[src/rtl/ms_window_accumulator.sv]
// ms_window_accumulator
//
// Samples a 32-bit signed master-slave value every enabled clock, sums
// WINDOW consecutive samples, and queues each finished window sum in a
// DEPTH-entry FIFO that drains through a notify/sync output port.
// Sampling never stalls: if the FIFO is full when a window completes, that
// result is discarded and drop_cnt counts it (saturating at 0xFFFF).
//
// Optional build macro: MS_WINDOW_ACC_SATURATE_EN
//   defined   - accumulation saturates instead of wrapping, and sat_flag
//               reports whether the FIFO head result saturated.
//   undefined - 32-bit wrap arithmetic, no sat_flag port.
//
// Parameters:
//   WINDOW  samples per window (1..255)
//   DEPTH   result FIFO entries (power of two, >= 2)
//
// Ports:
//   clk           clock
//   rst           asynchronous, active-high reset
//   s_in[31:0]    signed sample, taken at posedge while en is high
//   en            sampling enable; dropping it discards a partial window
//   m_out[31:0]   FIFO head window sum (0 when empty)
//   m_out_notify  FIFO head is valid
//   m_out_sync    consumer ready; transfer when notify && sync
//   drop_cnt      windows dropped due to a full FIFO (saturating)
//   sat_flag      (macro only) FIFO head result saturated
//   busy          a window is partially accumulated

`default_nettype none

module ms_window_accumulator #(
  parameter int WINDOW = 4,
  parameter int DEPTH  = 4
) (
  input  logic        clk,
  input  logic        rst,
  input  logic [31:0] s_in,
  input  logic        en,
  output logic [31:0] m_out,
  output logic        m_out_notify,
  input  logic        m_out_sync,
  output logic [15:0] drop_cnt,
`ifdef MS_WINDOW_ACC_SATURATE_EN
  output logic        sat_flag,
`endif
  output logic        busy
);

  localparam int AW = $clog2(DEPTH);
  localparam logic [7:0] WIN_LAST = WINDOW[7:0];
  localparam logic [AW:0] FULL_COUNT = DEPTH[AW:0];

  typedef enum logic [0:0] {
    SEC_IDLE = 1'b0,
    SEC_ACC  = 1'b1
  } section_t;

  section_t state, state_next;
  logic [31:0] acc, acc_next;
  logic [7:0]  cnt, cnt_next, cnt_inc;
  logic [31:0] step_sum;
  logic        push;
  logic        complete;

  logic [31:0]   mem [DEPTH];
  logic [AW-1:0] wr_ptr, rd_ptr;
  logic [AW:0]   count;
  logic          empty, full, pop, push_ok, drop;

`ifdef MS_WINDOW_ACC_SATURATE_EN
  logic        sat_acc, sat_acc_next, step_sat;
  logic [32:0] wide_sum;
  logic        flag_mem [DEPTH];
`endif

  // One accumulate step. acc is always zero at the start of a window, so
  // acc + s_in also yields the first sample of a fresh window.
`ifdef MS_WINDOW_ACC_SATURATE_EN
  always_comb begin
    wide_sum = {acc[31], acc} + {s_in[31], s_in};
    step_sat = (wide_sum[32] != wide_sum[31]);
    if (step_sat) begin
      step_sum = wide_sum[32] ? 32'h8000_0000 : 32'h7FFF_FFFF;
    end else begin
      step_sum = wide_sum[31:0];
    end
  end
`else
  always_comb begin
    step_sum = acc + s_in;
  end
`endif

  assign cnt_inc  = cnt + 8'd1;
  assign complete = en && (cnt_inc == WIN_LAST);

  // Section FSM next-state: the window closes on the cycle its last sample
  // is taken, clearing acc/cnt while staying in SEC_ACC so the next enabled
  // cycle immediately starts a new window.
  always_comb begin
    state_next = state;
    acc_next   = acc;
    cnt_next   = cnt;
    push       = 1'b0;
`ifdef MS_WINDOW_ACC_SATURATE_EN
    sat_acc_next = sat_acc;
`endif
    case (state)
      SEC_IDLE, SEC_ACC: begin
        if (en) begin
          state_next = SEC_ACC;
          if (complete) begin
            push     = 1'b1;
            acc_next = 32'd0;
            cnt_next = 8'd0;
`ifdef MS_WINDOW_ACC_SATURATE_EN
            sat_acc_next = 1'b0;
`endif
          end else begin
            acc_next = step_sum;
            cnt_next = cnt_inc;
`ifdef MS_WINDOW_ACC_SATURATE_EN
            sat_acc_next = sat_acc | step_sat;
`endif
          end
        end else begin
          state_next = SEC_IDLE;
          acc_next   = 32'd0;
          cnt_next   = 8'd0;
`ifdef MS_WINDOW_ACC_SATURATE_EN
          sat_acc_next = 1'b0;
`endif
        end
      end
      default: begin
        state_next = SEC_IDLE;
        acc_next   = 32'd0;
        cnt_next   = 8'd0;
      end
    endcase
  end

  // Section FSM and accumulator registers.
  always_ff @(posedge clk or posedge rst) begin
    if (rst) begin
      state <= SEC_IDLE;
      acc   <= 32'd0;
      cnt   <= 8'd0;
`ifdef MS_WINDOW_ACC_SATURATE_EN
      sat_acc <= 1'b0;
`endif
    end else begin
      state <= state_next;
      acc   <= acc_next;
      cnt   <= cnt_next;
`ifdef MS_WINDOW_ACC_SATURATE_EN
      sat_acc <= sat_acc_next;
`endif
    end
  end

  assign busy = (cnt != 8'd0);

  // FIFO control. A pop in the same cycle frees the slot, so a push into a
  // full FIFO is only dropped when no transfer happens alongside it.
  assign empty        = (count == '0);
  assign full         = (count == FULL_COUNT);
  assign m_out_notify = !empty;
  assign pop          = m_out_notify && m_out_sync;
  assign push_ok      = push && (!full || pop);
  assign drop         = push && full && !pop;

  assign m_out = empty ? 32'd0 : mem[rd_ptr];
`ifdef MS_WINDOW_ACC_SATURATE_EN
  assign sat_flag = !empty && flag_mem[rd_ptr];
`endif

  // FIFO pointers, occupancy and drop accounting.
  always_ff @(posedge clk or posedge rst) begin
    if (rst) begin
      wr_ptr   <= '0;
      rd_ptr   <= '0;
      count    <= '0;
      drop_cnt <= 16'd0;
    end else begin
      if (push_ok) begin
        wr_ptr <= wr_ptr + 1'b1;
      end
      if (pop) begin
        rd_ptr <= rd_ptr + 1'b1;
      end
      if (push_ok && !pop) begin
        count <= count + 1'b1;
      end else if (pop && !push_ok) begin
        count <= count - 1'b1;
      end
      if (drop && (drop_cnt != 16'hFFFF)) begin
        drop_cnt <= drop_cnt + 16'd1;
      end
    end
  end

  // FIFO storage; contents need no reset because the head is masked when empty.
  always_ff @(posedge clk) begin
    if (push_ok) begin
      mem[wr_ptr] <= step_sum;
`ifdef MS_WINDOW_ACC_SATURATE_EN
      flag_mem[wr_ptr] <= sat_acc | step_sat;
`endif
    end
  end

endmodule

`default_nettype wire

[config.mk]
export PLATFORM = sky130hd
export DESIGN_NAME = ms_window_accumulator
export DESIGN_NICKNAME = d
export VERILOG_FILES = /design/src/rtl/ms_window_accumulator.sv
export SDC_FILE = /design/constraint.sdc
export NUM_CORES = 1
export LEC_CHECK = 0
export ABC_AREA = 1
export BUFFER_PORTS_ARGS = -buffer_cell sky130_fd_sc_hd__buf_2
export CORE_ASPECT_RATIO = 0.75
export CORE_MARGIN = 2
export CORE_UTILIZATION = 55
export CTS_CLUSTER_DIAMETER = 60
export DETAILED_ROUTE_END_ITERATION = 10
export PLACE_DENSITY = 0.88
export SYNTH_ARGS = -nofsm -noshare
export SYNTH_HDL_FRONTEND = slang
export SYNTH_SLANG_ARGS = --single-unit
[constraint.sdc]
create_clock -name clk -period 3.29 [get_ports clk]
set_input_delay 0.329 -clock clk [delete_from_list [all_inputs] [get_ports clk]]
set_output_delay 0.329 -clock clk [all_outputs]
set_load 0.005 [all_outputs]
==> summary.md <==
| Metric | Value |
|---|---|
| Status | finished, final reports clean |
| Final worst-path cycle share | 84.3% |
| Post-synth EDFFs | 128 |
| Core Area | 18300 um2 |
| CP startpoint kind | register |
| Chip height | 122 um |
| I/O Pins | 86 |
| Post-route cell area | 11600 um2 |
| Fin util | 63.0% |
| Latest clock arrival within the worst-skew pair | 0.44 ns |
| Final Max Slew Viols | 0 |
| Endpoints failing setup | 0 |
| Total gr overflow | 0 |
| Drt initial violations | 988 |
| CTS buffer count | 17 |
| Clock Skew | 0.0150 ns |
| Fin. Hold Viols | 0 |
| Min Tclk post-route | 2.77 ns |
| Most frequent cells in the layout | nand2_1 (291), nor2_1 (214), inv_1 (163) |
| Largest net degree at the start of global routing | 67 |
| Synth Flop Type | edfxtp_1 |
| DR vias | 8372 |
| TritonCTS clock tree | done |
| H-tree levels | 4 |
| Vias per cell | 5.42 |
| Share of layout cells above drive strength 1 | 12.3% |
| Combinational Power Share | 45.4% |
| Pint | 0.00573 W |
| Layout Nets | 1360 |
| Vias in the first global route | 7781 |
| Max-cap violation count | 0 |
| Worst slew pin tran | 0.773 ns |
| Synth Net Count | 1274 |
| Sequential element share of the synthesized area | 52.9% |
| First-pass GRT wire length | 39700 um |
| CP Capture Type | output port |
| Critical path peak fanout | 33 |
| Ys Warns | 0 |
| Share of the synthesized area in the top cell type | 37.5% |
| Initial DRT Pass Iterations | 5 |
| Synth Register Bits | 191 |
| Clk buf depth | 2 |
| Placed Cells | 1510 |
| Netlist cell types | 42 |
| CTS Sinks | 191 |
| Remaining DRCs | 0 |
| Pwr dens | 873 nW/um2 |
| Synth-to-layout area growth | 12.8% |
| Fillers | 1458 |
| Post-synthesis average cell area | 8.56 um2 |
| Final worst slack | 0.516 ns |
| Total Wirelength | 25100 um |
| Synthesized cell area | 10200 um2 |
| Clk pwr share | 21.6% |
| Sequential power share | 33.1% |
| Detail Route Antenna Nets | 0 |
| Commonest non-fill, non-tap cell in the layout | nand2_1 |
| Leakage | 5.46 nW |
| Post-DP Area | 10900 um2 |
| Sw Pwr | 0.00436 W |
| Initial Util | 55.8% |
| Max transition margin | 48.4% |
| Req. time, crit path | 2.96 ns |
| Top cells by area, synth | edfxtp_1 (38%), dfrtp_1 (15%), nand2_1 (11%) |
| Initial antenna violation count | 2 |
| Fmax | 361 MHz |
| Row cnt | 43 |
| Total die area | 19700 um2 |
| Setup Buffers After CTS | 0 |
| Routability cong. | 0.981 |
| IO Port Bufs | 85 |
| Switch share | 43.2% |
| RSZ-0062 raised after global routing | false |
| Cts hold-fix bufs | 0 |
| Area leader, netlist | edfxtp_1 |
| WL per Instance | 16.2 um |
| Clock-pin transition on the worst setup and hold timing paths | 0.08 ns |
| CTS Root Cell | clkbuf_16 |
| Post-Place Worst Slack | 0.660 ns |
| Total GRT Usage | 26.2% |
| VDD IR max | 0.457 mV |
| Setup TNS | 0 ns |
| Asr flop ratio synth | 33.0% |
| Critical path class | register to output port |
| Syn Inst Count | 1196 |
| Finished Layout Cells | 1544 |
| Resized Gates After CTS | 0 |
| DPL Wire Length | 17200 um |
| Die width | 162 um |
| HP Class | input port to async pin |
| Critical Path AT | 2.44 ns |
[flip-flops by register name, summed over array words and instances, names as in the netlist]
signal,cells
rd_ptr,2
acc,32
mem,128
cnt,8
wr_ptr,2
count,3
drop_cnt,16
[cells in the mapped netlist, types with 2 or more instances]
library cell,n
a21oi_1,57
dfrtp_1,63
fa_1,2
xor2_1,23
nand2_1,291
nor2_1,218
o21ai_1,11
inv_1,164
xnor2_1,4
edfxtp_1,128
buf_6,5
nor3_1,9
nand2_2,8
nand3b_1,8
nor3_2,2
o21bai_1,4
nand4_1,25
clkbuf_1,15
ha_1,40
a21o_1,2
nand2_4,2
nand3_1,29
o21ai_0,56
inv_2,2
and3_1,3
buf_1,7
nor2_4,3
[per-stage QoR]
stage                     hold slack, ns  power (W)
after floorplan                    0.429    0.00628
after global placement             0.485    0.00759
after detailed placement           0.500    0.00779
after CTS                         0.0504    0.00999
after global routing              0.0870     0.0107
final                             0.0244     0.0101
[per-layer routing]
layer	GRT usage, %	vias to the layer above	routed length (um)
li1	-	4015	-
met1	37.7	3901	11100
met2	40.3	408	11100
met3	4.90	48	2240
met4	9.32	0	665
met5	0	-	0
[worst paths after layout]
kind,slack [ns],cells past startpoint,from,to
max,0.52,7,rd_ptr[1],m_out[15]
min reg2reg,0.51,1,count[0],count[0]
max in group asynchronous,2.36,3,rst,acc[29]
min in group clk,0.19,3,en,cnt[1]
max reg2reg,0.67,13,cnt[1],count[2]
min,0.02,2,rst,drop_cnt[12]
[kinds of logic after synthesis]
kind of cell / count (synthesis) / synth area share [%]
compound gates: 131 / 6.58
fa+ha+maj: 42 / 5.28
xor+xnor: 27 / 2.31
buf+inv: 197 / 7.64
simple gates: 608 / 25.3
flops: 191 / 52.9
[final cells by class]
cell class / instances / area, um2 / share of cell area (%)
diodes: 2 / 5.00 / 0.0433
clock buffers: 17 / 425 / 3.68
clock inverters: 15 / 206 / 1.79
inverters: 169 / 638 / 5.52
multi-input cells: 808 / 4050 / 35.0
flip-flops and latches: 191 / 5420 / 46.9
well taps: 247 / 309 / 2.68
repair buffers: 95 / 500 / 4.33
[power groups by stage]
stage / registers, W / logic [W] / clock network, W
after floorplan: 0.00334 / 0.00294 / 0
after global placement: 0.00337 / 0.00422 / 0
after detailed placement: 0.00337 / 0.00442 / 0
after CTS: 0.00333 / 0.00447 / 0.00219
after global routing: 0.00336 / 0.00507 / 0.00229
final: 0.00333 / 0.00458 / 0.00218
[worst max-delay path, cell delays in order, from the launching register on]
cell	delay, ns
dfrtp_1	0.32
buf_4	0.37
inv_1	0.33
buf_4	0.32
nor2_1	0.15
o21ai_0	0.11
a21oi_1	0.23
buf_2	0.16
No activity file was read; power rests on OpenSTA's default activity.
